--- src/rtl/muldiv_unit.sv ---
//==============================================================================
// Module      : muldiv_unit
// Description : Iterative MIPS multiply/divide unit with HI/LO registers.
//               Shift-add multiply and restoring divide on operand magnitudes,
//               one bit per cycle, sign fix-up in a final cycle.
// Revision    : 1.0 - initial release
//==============================================================================
`default_nettype none

module muldiv_unit #(
    parameter int WIDTH = 32
) (
    input  logic             clk,
    input  logic             rst,
    input  logic             start,
    input  logic [5:0]       funct,
    input  logic [WIDTH-1:0] a,
    input  logic [WIDTH-1:0] b,
    output logic             busy,
    output logic             done,
    output logic [WIDTH-1:0] hi,
    output logic [WIDTH-1:0] lo
);

    localparam int CNT_W = $clog2(WIDTH);

    localparam logic [5:0]       c_fn_mthi = 6'h11;
    localparam logic [5:0]       c_fn_mtlo = 6'h13;
    localparam logic [CNT_W-1:0] c_last    = CNT_W'(WIDTH - 1);

    typedef enum logic [1:0] {
        S_IDLE = 2'd0,
        S_RUN  = 2'd1,
        S_FIX  = 2'd2
    } state_t;

    state_t               r_state;
    state_t               w_state_next;
    logic [CNT_W-1:0]     r_cnt;
    logic [2*WIDTH-1:0]   r_acc;      // mult: {partial product, multiplier}; div: {remainder, dividend/quotient}
    logic [WIDTH-1:0]     r_opnd;     // multiplicand magnitude or divisor magnitude
    logic                 r_is_div;
    logic                 r_sign_a;
    logic                 r_sign_b;
    logic                 r_div_zero;
    logic                 r_done;
    logic [WIDTH-1:0]     r_hi;
    logic [WIDTH-1:0]     r_lo;

    logic                 w_idle;
    logic                 w_is_muldiv;
    logic                 w_accept;
    logic                 w_signed;
    logic [WIDTH-1:0]     w_mag_a;
    logic [WIDTH-1:0]     w_mag_b;
    logic [WIDTH:0]       w_msum;
    logic [WIDTH:0]       w_dtop;
    logic [WIDTH:0]       w_dsub;
    logic                 w_dge;
    logic [2*WIDTH-1:0]   w_step;
    logic [2*WIDTH-1:0]   w_prod;
    logic [WIDTH-1:0]     w_quot;
    logic [WIDTH-1:0]     w_rem;

    // Request decode and operand magnitudes (funct[1] selects divide, funct[0] unsigned)
    always_comb begin
        w_idle      = (r_state == S_IDLE);
        w_is_muldiv = (funct[5:2] == 4'b0110);
        w_accept    = start && w_idle && w_is_muldiv;
        w_signed    = ~funct[0];
        w_mag_a     = (w_signed && a[WIDTH-1]) ? (~a + 1'b1) : a;
        w_mag_b     = (w_signed && b[WIDTH-1]) ? (~b + 1'b1) : b;
    end

    // One iteration of shift-add multiply or restoring divide
    always_comb begin
        w_msum = {1'b0, r_acc[2*WIDTH-1:WIDTH]} + {1'b0, (r_acc[0] ? r_opnd : '0)};
        w_dtop = r_acc[2*WIDTH-1:WIDTH-1];
        w_dsub = w_dtop - {1'b0, r_opnd};
        w_dge  = (w_dtop >= {1'b0, r_opnd});
        if (r_is_div) begin
            w_step = {(w_dge ? w_dsub[WIDTH-1:0] : w_dtop[WIDTH-1:0]), r_acc[WIDTH-2:0], w_dge};
        end else begin
            w_step = {w_msum, r_acc[WIDTH-1:1]};
        end
    end

    // Sign fix-up of the finished magnitude result
    always_comb begin
        w_prod = (r_sign_a ^ r_sign_b) ? (~r_acc + 1'b1) : r_acc;
        w_quot = r_acc[WIDTH-1:0];
        w_rem  = r_acc[2*WIDTH-1:WIDTH];
        // Divide by zero keeps the all-ones quotient regardless of dividend sign
        if ((r_sign_a ^ r_sign_b) && !r_div_zero) begin
            w_quot = ~r_acc[WIDTH-1:0] + 1'b1;
        end
        if (r_sign_a) begin
            w_rem = ~r_acc[2*WIDTH-1:WIDTH] + 1'b1;
        end
    end

    // State register
    always_ff @(posedge clk) begin
        if (rst) begin
            r_state <= S_IDLE;
        end else begin
            r_state <= w_state_next;
        end
    end

    // Next-state logic and busy decode
    always_comb begin
        w_state_next = r_state;
        busy         = 1'b0;
        case (r_state)
            S_IDLE: begin
                if (w_accept) begin
                    w_state_next = S_RUN;
                end
            end
            S_RUN: begin
                busy = 1'b1;
                if (r_cnt == c_last) begin
                    w_state_next = S_FIX;
                end
            end
            S_FIX: begin
                busy         = 1'b1;
                w_state_next = S_IDLE;
            end
            default: begin
                w_state_next = S_IDLE;
            end
        endcase
    end

    // Datapath: operand latch, iteration, result write-back and mthi/mtlo
    always_ff @(posedge clk) begin
        if (rst) begin
            r_cnt      <= '0;
            r_acc      <= '0;
            r_opnd     <= '0;
            r_is_div   <= 1'b0;
            r_sign_a   <= 1'b0;
            r_sign_b   <= 1'b0;
            r_div_zero <= 1'b0;
            r_done     <= 1'b0;
            r_hi       <= '0;
            r_lo       <= '0;
        end else begin
            r_done <= 1'b0;
            case (r_state)
                S_IDLE: begin
                    if (w_accept) begin
                        r_cnt      <= '0;
                        r_is_div   <= funct[1];
                        r_sign_a   <= w_signed & a[WIDTH-1];
                        r_sign_b   <= w_signed & b[WIDTH-1];
                        r_div_zero <= funct[1] && (b == '0);
                        r_opnd     <= funct[1] ? w_mag_b : w_mag_a;
                        r_acc      <= {{WIDTH{1'b0}}, (funct[1] ? w_mag_a : w_mag_b)};
                    end else if (start && funct == c_fn_mthi) begin
                        r_hi <= a;
                    end else if (start && funct == c_fn_mtlo) begin
                        r_lo <= a;
                    end
                end
                S_RUN: begin
                    r_acc <= w_step;
                    r_cnt <= (r_cnt == c_last) ? '0 : r_cnt + 1'b1;
                end
                S_FIX: begin
                    r_done <= 1'b1;
                    if (r_is_div) begin
                        r_hi <= w_rem;
                        r_lo <= w_quot;
                    end else begin
                        r_hi <= w_prod[2*WIDTH-1:WIDTH];
                        r_lo <= w_prod[WIDTH-1:0];
                    end
                end
                default: begin
                    r_cnt <= '0;
                end
            endcase
        end
    end

    assign done = r_done;
    assign hi   = r_hi;
    assign lo   = r_lo;

endmodule

`default_nettype wire

--- config.mk ---
export PLATFORM = sky130hd
export DESIGN_NAME = muldiv_unit
export DESIGN_NICKNAME = d
export VERILOG_FILES = /design/src/rtl/muldiv_unit.sv
export SDC_FILE = /design/constraint.sdc
export NUM_CORES = 1
export LEC_CHECK = 0
export CORE_ASPECT_RATIO = 1.5
export CORE_MARGIN = 3
export CORE_UTILIZATION = 54
export CTS_CLUSTER_DIAMETER = 200
export DETAILED_ROUTE_END_ITERATION = 16
export PLACE_DENSITY = 0.86
export SLEW_MARGIN = 0
export SYNTH_ARGS = -nofsm -noshare
export SYNTH_HDL_FRONTEND = slang
export SYNTH_SLANG_ARGS = --single-unit
export TNS_END_PERCENT = 100
--- constraint.sdc ---
create_clock -name clk -period 4.7 [get_ports clk]
set_input_delay 1.41 -clock clk [delete_from_list [all_inputs] [get_ports clk]]
set_output_delay 1.41 -clock clk [all_outputs]
set_load 0.05 [all_outputs]
# Word level (Yosys, flattened, before mapping)
# Index checks and enable logic that the tools add are counted.
# op_classes
n_eq_ne	12
bitwise_logic	10
n_mux	29
reduce_logical	20
addsub	8
n_lt_le_gt_ge	1
# ops
operator	count
two-way mux 32 bit	15
two-way mux 64 bit	3
adder 32 x 1 -> 32 bit (second input constant)	4
inverter 32 bit	4
one-hot mux 32 bit (2 select lines)	2
one-hot mux 64 bit (2 select lines)	1
adder 64 x 1 -> 64 bit (second input constant)	1
inverter 64 bit	1
adder 32 x 32 -> 33 bit	1
>= comparator 33 x 32 -> 1 bit	1
zero test 32 bit	1
subtractor 32 bit	1
one-hot mux 5 bit (3 select lines)	1
equality test 6 x 5 -> 1 bit (second input constant)	2
two-way mux 5 bit	2
logical AND 1 bit	8
AND reduction 2 bit	4
inequality test 2 x 1 -> 1 bit (second input constant)	3
inequality test 2 bit (second input constant)	3
adder 5 x 1 -> 5 bit (second input constant)	1
equality test 5 bit (second input constant)	1
equality test 4 x 3 -> 1 bit (second input constant)	1
two-way mux 2 bit	2
one-hot mux 2 bit (2 select lines)	1
12 further kinds	16
# word_totals
inputBits	73
word_cells	91
reg_bits	172
output_inout_bits	66

# Longest topological paths before layout
# logic_depth
ltp_word	6
mapped_depth	14
mapped_depth_nobuf	14

# Worst setup path before layout
# No wires, ideal clock.
# synth_path
kind	input to register
startpoint	input port b[13]
endpoint	register r_acc[29]
stages	11
n_path_buf	1
setup_time_ps	78
t_arrival_ps	3659
slack_ps	963
required_time_ps	4622
path_cell_list	or4_1 -> clkbuf_1 -> nor2_1 -> nand2_1 -> or3_1 -> o41ai_1 -> xnor2_1 -> nor2_1 -> a211oi_1 -> a211oi_1 -> nor3_1
# synth_between
elab_chain_len	6
# synth_lines
element	line	text
from (decl)	18	input logic [WIDTH-1:0] b,
inverter 32 bit	72	w_mag_b = (w_signed && b[WIDTH-1]) ? (~b + 1'b1) : b;
adder 32 x 1 -> 32 bit	72	
two-way mux 32 bit	72	
two-way mux 32 bit	161	r_acc <= {{WIDTH{1'b0}}, (funct[1] ? w_mag_a : w_mag_b)};
two-way mux 64 bit	154	if (w_accept) begin
one-hot mux 64 bit (2 select lines)	152	case (r_state)
to (signal assigned)	161	
to (signal assigned)	169	r_acc <= w_step;
to (decl)	40	logic [2*WIDTH-1:0] r_acc;
# Every way passes these cells. The select of a mux whose other input is x is not followed.
# A chain may end at the register's enable or synchronous reset.

# Worst setup path in the final report
# layout_path
startpoint	register r_acc[0]
endpoint	register r_acc[63]
# layout_between
elab_chain_len	4
# layout_lines
element	line	text
two-way mux 32 bit	77	w_msum = {1'b0, r_acc[2*WIDTH-1:WIDTH]} + {1'b0, (r_acc[0] ? r_opnd : '0)};
adder 32 x 32 -> 33 bit	77	
two-way mux 64 bit	81	if (r_is_div) begin
one-hot mux 64 bit (2 select lines)	152	
# Every way passes these cells.

==> flow_summary.yaml <==
sta:
  finalSetupViolations: 0
  finalHoldViolations: 0
  period_share_pct: 95.2
  fin_skew_ns: 0.0142
  grt_setup_unrepaired: "no"
  whs_ns: 0.446
  maxSlewHeadroom_pct: 22.7
  tns_ns: 0
  period_needed_ns: 4.47
  drv_slew: 0
  max_freq_mhz: 223
  fin_ws_ns: 0.225
  worst_pin_slew_ns: 1.16
synth:
  yosys.area.top_type: "dfxtp_1"
  synthFlopType: "dfxtp_1"
  synthTopCellsByArea: "dfxtp_1 24%, nor2_1 7.3%, a21oi_1 6.8%, xnor2_1 6.5%, ha_1 6.3%"
  ys.warnings.count: 0
  synthesis.nets: 2155
  yosysUniqueCellTypes: 76
  ys_seq_area_share_pct: 23.8
  synthCells: 2007
  synth_top_area_share_pct: 23.8
  ys_ff_latch: 172
  syn_area_per_cell_sq_um: 7.21
  synth_edf_count: 0
  ys_async_sr_fraction_pct: 0
  synthesis.area_sq_um: 14500
critical_path:
  end_kind: "flip-flop"
  required_ns: 5.03
  crit_chain: "inv_1 > buf_4 > nor2_1 > ha_1 > o211ai_1 > a21oi_1 > o31ai_1 > a31oi_1 > a31oi_1 > o21ai_0 > buf_4 > a311oi_1 > nor2b_1 > nor4_1 > o31ai_1"
  path_max_fanout: 12
  cp_data_arrival_time_ns: 4.81
  crit_type: "flip-flop to flip-flop"
  cp_slowest_stage_delay_ns: 0.57
  crit_path_top_delay_cell: "dfxtp_1"
  start_kind: "flip-flop"
outcome:
  status: "complete, no violations"
die:
  die_x_um: 140
  dieArea_sq_um: 28800
  coreArea_sq_um: 26100
  initial_core_util_pct: 55.4
  die_y_um: 207
  row_count: 72
  ioPinCount: 139
routing:
  drtIter0Drc: 1765
  wl_met3_um: 4190
  vias: 16200
  postRouteAntennaNets: 0
  drt_first_pass_iters: 9
  drc: 0
  wl_met2_um: 28000
  m1WireLength_um: 19100
  wirelength_um: 57700
  viasPerCell: 6.61
  highest_layer: "met4"
  drt-wirelength-per-cell_um: 23.6
placed_design:
  dp_hpwl_um: 44300
  placed_cell_area_sq_um: 16300
  pre_cts_ws_ns: 0.172
  place.gp.congestion: 1.02
  port-buffer-count: 138
  dp_cells: 2413
layout:
  drive_above_1_share_pct: 6.53
  instances_no_fill: 2445
  final_area_sq_um: 16900
  diodes: 0
  syn2layout_area_growth_pct: 17.0
  final_core_util_pct: 64.8
  final_common_cell: "nor2_1"
  fillers: 2354
  layout_common_cells: "279 x nor2_1, 197 x a21oi_1, 171 x dfxtp_1"
  layout.nets: 2247
global_route:
  grt_first_pass_wirelength_um: 87100
  antenna_found_initial: 0
  grt.total_usage_pct: 38.6
  grt_start_max_net_pins: 103
  grt_overflow: 0
  first_global_vias: 15600
power_and_ir_drop:
  total_power_mw: 3.84
  leakage_nw: 6.40
  max-vdd-ir-drop_v: 0.000259
  power_density_nw_per_um2: 227
run:
  cap_violations: 0
clock_tree:
  clock-sinks: 172
  cts_resized: 0
  clk_path_buf_depth: 2
  hold_buffers: 0
  cts_tree: "yes"
  numCtsBuffers: 17
  root_buffer: "clkbuf_16"
  clk_pin_slew_worst_paths_ns: 0.07
  cts_max_level: 4
  clkLatencyLatePin_ns: 0.45
  postCtsSetupBuffers: 0
min_path:
  hold_path_class: "flip-flop to flip-flop"
-- where the power goes --
group	internal (mW)	switching, mW	total (mW)
registers	1.47	0.0193	1.49
clock network	0.824	0.673	1.50
logic	0.322	0.536	0.857
total	2.62	1.23	3.84
-- layer usage --
layer,GRT usage (%),vias to the layer above
li1,-,7437
met1,39.6,7479
met2,67.5,942
met3,5.83,295
met4,35.1,0
met5,0,-
-- final timing paths --
| kind | startpoint | endpoint | slack (ns) | cells after the start |
|---|---|---|---|---|
| worst max-delay path | r_acc[0] | r_acc[63] | 0.23 | 15 |
| worst min-delay path | hi[27] | hi[27] | 0.45 | 2 |
| worst max register to register | r_acc[0] | r_acc[63] | 0.23 | 15 |
| worst min register to register | hi[27] | hi[27] | 0.45 | 2 |
-- cell families after synthesis --
| group | share of synthesized area (%) |
|---|---|
| AND/OR/NAND/NOR | 21.9 |
| AO/OA/AOI/OAI | 28.0 |
| buffers and inverters | 5.36 |
| flip-flops | 23.8 |
| XOR/XNOR | 9.74 |
| adder cells (fa/ha/maj) | 6.59 |
| multiplexers | 4.66 |
-- critical path, delay by kind of cell (launching register included) --
kind | cells | cell delay [ns]
compound gates | 8 | 2.41
fa+ha+maj | 1 | 0.29
buf+inv | 3 | 0.66
flops | 1 | 0.57
simple gates | 3 | 0.41
-- sequential cells by signal (all words and copies together) (netlist names) --
name	cells
r_state	2
r_sign_b	1
r_div_zero	1
r_cnt	5
r_acc	64
r_is_div	1
lo	32
hi	32
r_sign_a	1
done	1
r_opnd	32
-- final cells by class --
class | instances | area (sq um) | area share, %
clock inverter | 13 | 153 | 0.902
multi-input combinational | 1632 | 10300 | 60.8
inverter | 75 | 282 | 1.66
tap | 333 | 417 | 2.46
sequential | 172 | 3440 | 20.3
timing repair buffer | 201 | 1880 | 11.1
clock buffer | 19 | 453 | 2.68
-- Yosys cell counts (all sizes together), types with 29 or more instances --
library cell / n
nor2: 283
nor4: 29
ha: 73
a211oi: 86
mux2i: 55
dfxtp: 172
nor3: 72
nand2: 161
o21ai: 151
xnor2: 107
xor2: 54
a21o: 33
nand3: 29
inv: 75
clkbuf: 115
a21oi: 198
No activity file was read; power rests on OpenSTA's default activity.
